## src/rtl/codec_ctrl_pkg.sv

```systemverilog
// Shared types and constants for the codec control-port arbiter.
//   state_e        : frame-level states (IDLE/SETUP/SHIFT/HOLD/GAP)
//   WORD_W/ADDR_W/DATA_W : control word layout {addr[6:0], data[8:0]}
//   ADDR_*         : codec register addresses
//   make_word()    : packs an address/data pair into a control word
package codec_ctrl_pkg;

  localparam int unsigned WORD_W = 16;
  localparam int unsigned ADDR_W = 7;
  localparam int unsigned DATA_W = 9;

  typedef enum logic [2:0] {
    StIdle,
    StSetup,
    StShift,
    StHold,
    StGap
  } state_e;

  localparam logic [ADDR_W-1:0] ADDR_LINVOL = 7'h00;
  localparam logic [ADDR_W-1:0] ADDR_HPVOL  = 7'h02;
  localparam logic [ADDR_W-1:0] ADDR_APATH  = 7'h04;
  localparam logic [ADDR_W-1:0] ADDR_DPATH  = 7'h05;
  localparam logic [ADDR_W-1:0] ADDR_PWR    = 7'h06;
  localparam logic [ADDR_W-1:0] ADDR_IFACE  = 7'h07;
  localparam logic [ADDR_W-1:0] ADDR_SAMPLE = 7'h08;
  localparam logic [ADDR_W-1:0] ADDR_ACTIVE = 7'h09;
  localparam logic [ADDR_W-1:0] ADDR_RESET  = 7'h0F;

  function automatic logic [WORD_W-1:0] make_word(input logic [ADDR_W-1:0] addr,
                                                  input logic [DATA_W-1:0] data);
    return {addr, data};
  endfunction

endpackage

```

## src/rtl/codec_spi_shifter.sv

```systemverilog
// Serialises one 16-bit control word: SETUP, 16 sck periods, HOLD.
//   clk, reset : clock, async active-high reset
//   start_i    : one-cycle pulse, loads word_i and begins the frame
//   word_i     : control word, sent MSB first
//   done_o     : high in the last HOLD cycle (combinational, for the arbiter)
//   spi_sck_o, spi_mosi_o, cs_n_o : registered codec pins
module codec_spi_shifter
  import codec_ctrl_pkg::*;
#(
  parameter int unsigned CLKDIV = 4
) (
  input  logic              clk,
  input  logic              reset,
  input  logic              start_i,
  input  logic [WORD_W-1:0] word_i,
  output logic              done_o,
  output logic              spi_sck_o,
  output logic              spi_mosi_o,
  output logic              cs_n_o
);

  localparam int unsigned DivW = (CLKDIV > 1) ? $clog2(CLKDIV) : 1;

  state_e            phase_q, phase_d;
  logic [DivW-1:0]   div_q, div_d;
  // Half-period index: 0 = setup, 1..32 = shift halves (odd low, even high), 33 = hold.
  logic [5:0]        half_q, half_d;
  logic [WORD_W-1:0] sr_q, sr_d;
  logic              sck_q, sck_d, mosi_q, mosi_d, cs_n_q, cs_n_d;
  logic              div_last;

  assign div_last = (div_q == DivW'(CLKDIV - 1));

  always_comb begin
    phase_d = phase_q;
    div_d   = div_q;
    half_d  = half_q;
    sr_d    = sr_q;
    sck_d   = sck_q;
    mosi_d  = mosi_q;
    cs_n_d  = cs_n_q;
    done_o  = 1'b0;
    if (start_i) begin
      phase_d = StSetup;
      div_d   = '0;
      half_d  = '0;
      sr_d    = word_i;
      cs_n_d  = 1'b0;
      sck_d   = 1'b0;
      mosi_d  = word_i[WORD_W-1];
    end else if (phase_q != StIdle) begin
      if (!div_last) begin
        div_d = div_q + DivW'(1);
      end else begin
        div_d = '0;
        if (phase_q == StHold) begin
          done_o  = 1'b1;
          phase_d = StIdle;
          cs_n_d  = 1'b1;
          sck_d   = 1'b0;
          mosi_d  = 1'b0;
        end else begin
          half_d = half_q + 6'd1;
          if (half_q == 6'd32) begin
            phase_d = StHold;
            sck_d   = 1'b0;
          end else begin
            phase_d = StShift;
            if (half_q[0]) begin
              sck_d = 1'b1;
            end else begin
              sck_d = 1'b0;
              // Leaving setup, bit 15 is already on mosi; later low phases advance.
              if (half_q != 6'd0) begin
                sr_d   = sr_q << 1;
                mosi_d = sr_q[WORD_W-2];
              end
            end
          end
        end
      end
    end
  end

  always_ff @(posedge clk or posedge reset) begin
    if (reset) begin
      phase_q <= StIdle;
      div_q   <= '0;
      half_q  <= '0;
      sr_q    <= '0;
      sck_q   <= 1'b0;
      mosi_q  <= 1'b0;
      cs_n_q  <= 1'b1;
    end else begin
      phase_q <= phase_d;
      div_q   <= div_d;
      half_q  <= half_d;
      sr_q    <= sr_d;
      sck_q   <= sck_d;
      mosi_q  <= mosi_d;
      cs_n_q  <= cs_n_d;
    end
  end

  assign spi_sck_o  = sck_q;
  assign spi_mosi_o = mosi_q;
  assign cs_n_o     = cs_n_q;

endmodule

```

## src/rtl/codec_ctrl_arbiter.sv

```systemverilog
// Round-robin arbiter sharing the codec 3-wire control port between NUM_REQ requesters.
//   clk, reset : clock, async active-high reset
//   req        : per-requester request level, held until ack
//   word       : requester i word at [16*i +: 16]
//   ack        : one-cycle pulse when cs rises after the requester's word
//   busy       : high whenever a frame or inter-frame gap is in progress
//   cs, spi_sck, spi_mosi : registered codec pins
module codec_ctrl_arbiter
  import codec_ctrl_pkg::*;
#(
  parameter int unsigned NUM_REQ = 2,
  parameter int unsigned CLKDIV  = 4
) (
  input  logic                      clk,
  input  logic                      reset,
  input  logic [NUM_REQ-1:0]        req,
  input  logic [WORD_W*NUM_REQ-1:0] word,
  output logic [NUM_REQ-1:0]        ack,
  output logic                      busy,
  output logic                      cs,
  output logic                      spi_sck,
  output logic                      spi_mosi
);

  localparam int unsigned IdxW = (NUM_REQ > 1) ? $clog2(NUM_REQ) : 1;
  localparam int unsigned DivW = (CLKDIV > 1) ? $clog2(CLKDIV) : 1;

  // StShift covers the whole SETUP/SHIFT/HOLD span owned by the shifter.
  state_e            state_q, state_d;
  logic [IdxW-1:0]   rr_q, rr_d, grant_q, grant_d;
  logic [DivW-1:0]   gap_q, gap_d;
  logic [NUM_REQ-1:0] ack_q, ack_d;
  logic              busy_q, busy_d;

  logic              pick_valid;
  logic [IdxW-1:0]   pick_idx;
  int unsigned       scan_idx;
  logic [WORD_W-1:0] sel_word;
  logic              start, done;

  // First set request at or after rr_q, wrapping.
  always_comb begin
    pick_valid = 1'b0;
    pick_idx   = '0;
    scan_idx   = 0;
    for (int unsigned i = 0; i < NUM_REQ; i++) begin
      scan_idx = (32'(rr_q) + i) % NUM_REQ;
      if (!pick_valid && req[IdxW'(scan_idx)]) begin
        pick_valid = 1'b1;
        pick_idx   = IdxW'(scan_idx);
      end
    end
  end

  assign sel_word = word[pick_idx*WORD_W +: WORD_W];

  always_comb begin
    state_d = state_q;
    rr_d    = rr_q;
    grant_d = grant_q;
    gap_d   = gap_q;
    ack_d   = '0;
    start   = 1'b0;
    unique case (state_q)
      StIdle: begin
        if (pick_valid) begin
          start   = 1'b1;
          grant_d = pick_idx;
          rr_d    = (pick_idx == IdxW'(NUM_REQ - 1)) ? '0 : pick_idx + IdxW'(1);
          state_d = StShift;
        end
      end
      StShift: begin
        if (done) begin
          state_d        = StGap;
          gap_d          = '0;
          ack_d[grant_q] = 1'b1;
        end
      end
      StGap: begin
        if (gap_q == DivW'(CLKDIV - 1)) begin
          state_d = StIdle;
        end else begin
          gap_d = gap_q + DivW'(1);
        end
      end
      default: state_d = StIdle;
    endcase
    busy_d = (state_d != StIdle);
  end

  always_ff @(posedge clk or posedge reset) begin
    if (reset) begin
      state_q <= StIdle;
      rr_q    <= '0;
      grant_q <= '0;
      gap_q   <= '0;
      ack_q   <= '0;
      busy_q  <= 1'b0;
    end else begin
      state_q <= state_d;
      rr_q    <= rr_d;
      grant_q <= grant_d;
      gap_q   <= gap_d;
      ack_q   <= ack_d;
      busy_q  <= busy_d;
    end
  end

  codec_spi_shifter #(
    .CLKDIV(CLKDIV)
  ) u_shifter (
    .clk       (clk),
    .reset     (reset),
    .start_i   (start),
    .word_i    (sel_word),
    .done_o    (done),
    .spi_sck_o (spi_sck),
    .spi_mosi_o(spi_mosi),
    .cs_n_o    (cs)
  );

  assign ack  = ack_q;
  assign busy = busy_q;

endmodule
```

## config.mk

```make
export PLATFORM = sky130hd
export DESIGN_NAME = codec_ctrl_arbiter
export DESIGN_NICKNAME = d
export VERILOG_FILES = /design/src/rtl/codec_ctrl_pkg.sv /design/src/rtl/codec_spi_shifter.sv /design/src/rtl/codec_ctrl_arbiter.sv
export SDC_FILE = /design/constraint.sdc
export NUM_CORES = 1
export LEC_CHECK = 0
export ABC_CLOCK_PERIOD_IN_PS = 2600
export CORE_ASPECT_RATIO = 1.25
export CORE_MARGIN = 2
export CORE_UTILIZATION = 46
export CTS_BUF_LIST = sky130_fd_sc_hd__clkbuf_16
export DETAILED_ROUTE_END_ITERATION = 8
export GPL_ROUTABILITY_DRIVEN = 0
export PLACE_DENSITY = 0.73
export SLEW_MARGIN = 40
export SYNTH_ARGS = -nofsm -noshare
export SYNTH_HDL_FRONTEND = slang
export SYNTH_SLANG_ARGS = --single-unit
```

## constraint.sdc

```tcl
create_clock -name clk -period 2.6 [get_ports clk]
set_input_delay 0.65 -clock clk [delete_from_list [all_inputs] [get_ports clk]]
set_output_delay 0.65 -clock clk [all_outputs]
set_load 0.005 [all_outputs]
```

# [Yosys cells after proc, flatten, opt, wreduce, memory -nomap -nowiden]
# Cells that the tools add are included.
[classes] n_addsub=5 magnitude_cmp=4 n_eq_ne=13 reduce_logical=20 muxes=62 n_shift=1
[ops] operator="15-bit 2-to-1 mux" n=7
[ops] operator="1-bit 2-to-1 mux" n=34
[ops] operator="32-bit by 6-bit variable part select with 16-bit output" n=1
[ops] operator="6-bit 2-to-1 mux" n=4
[ops] operator="3-bit 2-to-1 mux" n=7
[ops] operator="2-bit 2-to-1 mux" n=7
[ops] operator="2-bit != test (second input constant)" n=5
[ops] operator="2-bit nonzero test" n=5
[ops] operator="3-bit one-hot mux with 3 select lines" n=1
[ops] operator="3-bit AND reduction" n=3
[ops] operator="3-bit nonzero test" n=3
[ops] operator="6-bit by 1-bit adder with 6-bit output (second input constant)" n=1
[ops] operator="3-bit by 2-bit == test with 1-bit output (second input constant)" n=2
[ops] operator="6-bit == test (second input constant)" n=1
[ops] operator="1-bit by 2-bit < comparator with 1-bit output (second input constant)" n=3
[ops] operator="6-bit AND reduction" n=1
[ops] operator="6-bit nonzero test" n=1
[ops] operator="5-bit AND reduction" n=1
[ops] operator="2-bit by 1-bit adder with 2-bit output (second input constant)" n=2
[ops] operator="2-bit == test (second input constant)" n=2
[ops] operator="2-bit one-hot mux with 2 select lines" n=1
[ops] operator="2-bit AND reduction" n=2
[ops] operator="3-bit == test (second input constant)" n=1
[ops] operator="3-bit logical NOT" n=1
[ops] operator="7 further kinds" n=9
[word_totals] output_inout_bits=6 reg_bits=39 word_cells=118

# [Logic depth before layout (Yosys ltp)]
[depth] depth_word=12 ltp_mapped=7

# [Modules after synthesis]
# Synthesis repeated with hierarchy kept, for this count alone.
[hier_totals] cells_unflattened=195 area_unflattened_um2=2064.5
[modules_own_cells] module="codec_spi_shifter" cells_each=142 n_inst=1 area_each_um2=1437.6
[modules_own_cells] module="codec_ctrl_arbiter" cells_each=53 n_inst=1 area_each_um2=626.9

# [Worst setup path before layout]
# No wires, ideal clock.
[synth_path] path_kind="input -> register" startpoint="input port req[1]" endpoint="register u_shifter.sr_q[7]" path_buffers=3 setup_ps=127 cell_stages=7 t_arrival_ps=1866 path_slack_ps=606 path_cell_list="buf_2 nand2_1 and3_1 buf_2 buf_2 a221o_1 mux2_1"
[synth_between] elab_chain_len=10
[synth_rtl] item="start, declared" line="codec_ctrl_arbiter.sv:16" rtl="input logic [NUM_REQ-1:0] req,"
[synth_rtl] item="parallel branches: the longest is 10 deep, another holds 32-bit by 6-bit variable part select with 16-bit output"
[synth_rtl] item="end signal, assigned" line="codec_spi_shifter.sv:98" rtl="sr_q <= sr_d;"
[synth_rtl] item="end, declared" line="codec_spi_shifter.sv:28" rtl="logic [WORD_W-1:0] sr_q, sr_d;"
# Parallel ways; which one is timed is not known. The select of a mux whose other input is x is not followed.
# A chain may end at the register's enable or synchronous reset.

# [Worst setup path after layout]
[layout_path] startpoint="input port req[1]" endpoint="register u_shifter.mosi_q, in the netlist u_shifter.spi_mosi_o"
[layout_between] elab_chain_len=10
[layout_rtl] item="parallel branches: the longest is 10 deep, another holds 32-bit by 6-bit variable part select with 16-bit output"
[layout_rtl] item="end signal, assigned" line="codec_spi_shifter.sv:100" rtl="mosi_q <= mosi_d;"
[layout_rtl] item="end, declared" line="codec_spi_shifter.sv:29" rtl="logic sck_q, sck_d, mosi_q, mosi_d, cs_n_q, cs_n_d;"
# Parallel ways; which one is timed is not known. The select of a mux whose other input is x is not followed.

==> flow_summary.toml <==
[clock_tree]
cts_sinks = 38
cts_max_level = 2
cts.path.max_buffers = 2
clock_latency_ns = 0.28
cts_setup_buffers = 0
cts_buffers = 5
hold_buffers = 0
clockRootBuffer = "clkbuf_16"
cts.clk_slew.worst_paths_ns = 0.05
tritoncts = "yes"
cts-resized-gates = 0

[pwr]
ir_drop_mv = 0.363
seq_power_share_pct = 41.7
power.share.switching_pct = 31.1
comb_power_share_pct = 32.6
power.leakage_nw = 1.18
cellInternalPower_w = 0.00153
power.switching_w = 0.000691
p_clk_share_pct = 25.7
p_total_w = 0.00222
cellPowerDensity_mw_per_mm2 = 841

[cells_and_area]
drive_above_1_share_pct = 15.8
stdcell_area_sq_mm = 0.00264
ff_latch_area_sq_um = 952
area_delta_synth_final_pct = 30.1
nNetsFinal = 280
multi_input_area_sq_um = 971
layout_common_cells = "clkdlybuf4s50_1 (41), dfrtp_1 (37), nand2_1 (22)"
diodes = 0
fillers = 405
final_common_cell = "clkdlybuf4s50_1"
stdcell_count = 299

[timing]
rsz0062_at_grt = "false"
hold_viol = 0
slew_headroom_pct = 59.3
max_freq_mhz = 459
worst_slew_pin_slew_ns = 0.610
period_share_pct = 83.8
setup-tns-final_ns = 0
period_needed_ns = 2.18
fin_skew_ns = 0.00349
setup_viol = 0
setup_ws_ns = 0.422
drv_slew = 0

[yosys]
yosys.area_share.simple_pct = 18.3
synth-seq-cells = 38
muxShareOfSynthArea_pct = 9.43
postSynthCellCount = 197
ys_types = 41
syn_avg_cell_area_sq_um = 10.3
synth_largest_area_cell = "dfrtp_1"
synth_area_leaders = "dfrtp_1 (46%), mux2_2 (8.3%), a221o_1 (7.4%)"
yosys.area_share.adder_pct = 2.46
synth_top_family_by_area = "simple AND/OR/NAND/NOR gates"
synth_nets = 237
synth_xor_area_share_pct = 3.39
seq_area_frac_synth_pct = 46.9
netlist_area_sq_mm = 0.00203
synth_compound_area_share_pct = 14.0
synth_top_area_share_pct = 45.6
synth_warnings = 0

[placement]
io_buffers = 41
preCtsSetupSlack_ns = 0.133
post_dp_cell_area_sq_mm = 0.00250
place_inst = 291
hpwl_mm = 2.97

[die]
coreArea_sq_mm = 0.00432
die-height_um = 78.3
start_util_pct = 47.0
pin_count = 42
rows = 27
die_area_sq_mm = 0.00497
die_w_um = 63.4

[route]
routed_wl_mm = 4.13
viasPerCell = 5.28
avgRoutedWirePerCell_um = 13.8
first_pass_iters = 4
ant_nets = 0
vias = 1578
drc_errors = 0
drtIter0Drc = 77

[setup_path]
slowest_stage = "clkdlybuf4s50_1"
cpLargestDelayFamily = "buffers and inverters"
critical-path-max-stage-delay_ns = 0.57
start_kind = "primary input"
worstPathArrival_ns = 2.34
crit_required_ns = 2.76
endpoint_kind = "register"
critPathKind = "primary input to register"
cp_num_buf_inv = 1
crit_chain = "clkdlybuf4s50_1 > nand2_1 > and3_1 > a221o_1 > mux2_2"
timing.critical_path.fanout_max = 17

[global_route]
antenna_found_initial = 0
grt-ovfl-total = 0
track_usage_pct = 18.0
grt_pass1_vias = 1601
grt_pass1_wl_mm = 7.07
grt_max_degree = 39

[min_path]
hold_class = "register to register"

[flow_run]
cap_violations = 0

[run_status]
status = "complete, no violations"
==> state kept, by name, summed over array words and instances (netlist names) <==
register,count
grant_q,1
rr_q,1
gap_q,2
u_shifter.spi_sck_o,1
ack,2
state_q,3
busy,1
u_shifter.div_q,2
u_shifter.sr_q,15
u_shifter.half_q,6
u_shifter.spi_mosi_o,1
u_shifter.phase_q,2
u_shifter.cs_n_o,1
==> cell type report <==
cell class | count | share of cell area [%]
Multi-Input combinational cell | 138 | 36.8
Sequential cell | 38 | 36.0
Timing Repair Buffer | 51 | 18.4
Clock buffer | 5 | 4.74
Tap cell | 58 | 2.75
Inverter | 6 | 0.853
Clock inverter | 3 | 0.474
==> worst reg2reg max path, cell delays in order, from the launching register on <==
cell,delay (ns)
dfrtp_1,0.46
inv_1,0.10
ha_1,0.14
nor4b_2,0.32
nor2_1,0.14
a21oi_4,0.15
buf_4,0.24
mux2_2,0.37
==> synth_stat cells <==
library cell,n
o211a_1,1
mux2_2,15
or3_1,2
nor2_4,1
mux2_1,2
o221ai_1,1
buf_4,1
ha_1,4
buf_1,1
a21oi_4,1
xor2_1,3
nor4b_1,1
dfrtp_1,37
nor4b_2,1
a22o_1,1
nor3_1,19
a21o_1,3
a221o_1,15
nor2_1,15
a21oi_1,5
nand2_1,22
nor3b_1,3
and3_1,4
a32oi_1,1
dfstp_2,1
o21ai_2,1
inv_1,6
xor2_2,1
or2_2,1
conb_1,1
and2_0,1
nor4_1,1
clkbuf_1,3
buf_2,8
nand3_1,2
a31oi_1,1
o21ai_0,4
and2b_1,1
nand4_1,1
xnor2_1,3
buf_6,2
==> layer usage <==
layer  wire length, um  GRT usage (%)
met5                 0              0
met4                64           6.96
met3               161           3.44
met2              2020           30.6
met1              1880           22.7
==> kinds of logic after synthesis <==
| kind of cell | count (synthesis) |
|---|---|
| and+or+nand+nor | 75 |
| buffers and inverters | 21 |
| other | 1 |
| AOI/OAI and AO/OA | 34 |
| adders and majority gates | 4 |
| muxes | 17 |
| xor gates and xnor gates | 7 |
| DFF | 38 |
==> metrics by stage <==
| stage | hold WS (ns) | util [%] |
|---|---|---|
| floorplan | 0.414 | - |
| detailed placement | 0.455 | 57.9 |
| finish | 0.473 | 61.1 |
| global placement | 0.443 | 57.9 |
| CTS | 0.468 | 61.1 |
| global route | 0.485 | 61.1 |
==> power by group through the flow <==
stage	logic (W)	registers [W]	clock network [W]
after floorplan	0.000589	0.000861	0
after global routing	0.000808	0.000954	0.000604
after detailed placement	0.000721	0.000933	0
after CTS	0.000733	0.000923	0.000581
final	0.000725	0.000926	0.000571
after global placement	0.000701	0.000928	0
==> worst paths after layout <==
path | cells past startpoint | slack, ns | endpoint | startpoint
min | 1 | 0.47 | ack[0] | grant_q
min reg2reg | 1 | 0.47 | ack[0] | grant_q
max | 5 | 0.42 | u_shifter.spi_mosi_o | req[1]
max reg2reg | 7 | 0.57 | u_shifter.sr_q[1] | u_shifter.half_q[0]
max in group asynchronous | 3 | 1.46 | u_shifter.cs_n_o | reset
min in group asynchronous | 3 | 0.79 | busy | reset
No activity file was read; power rests on OpenSTA's default activity.
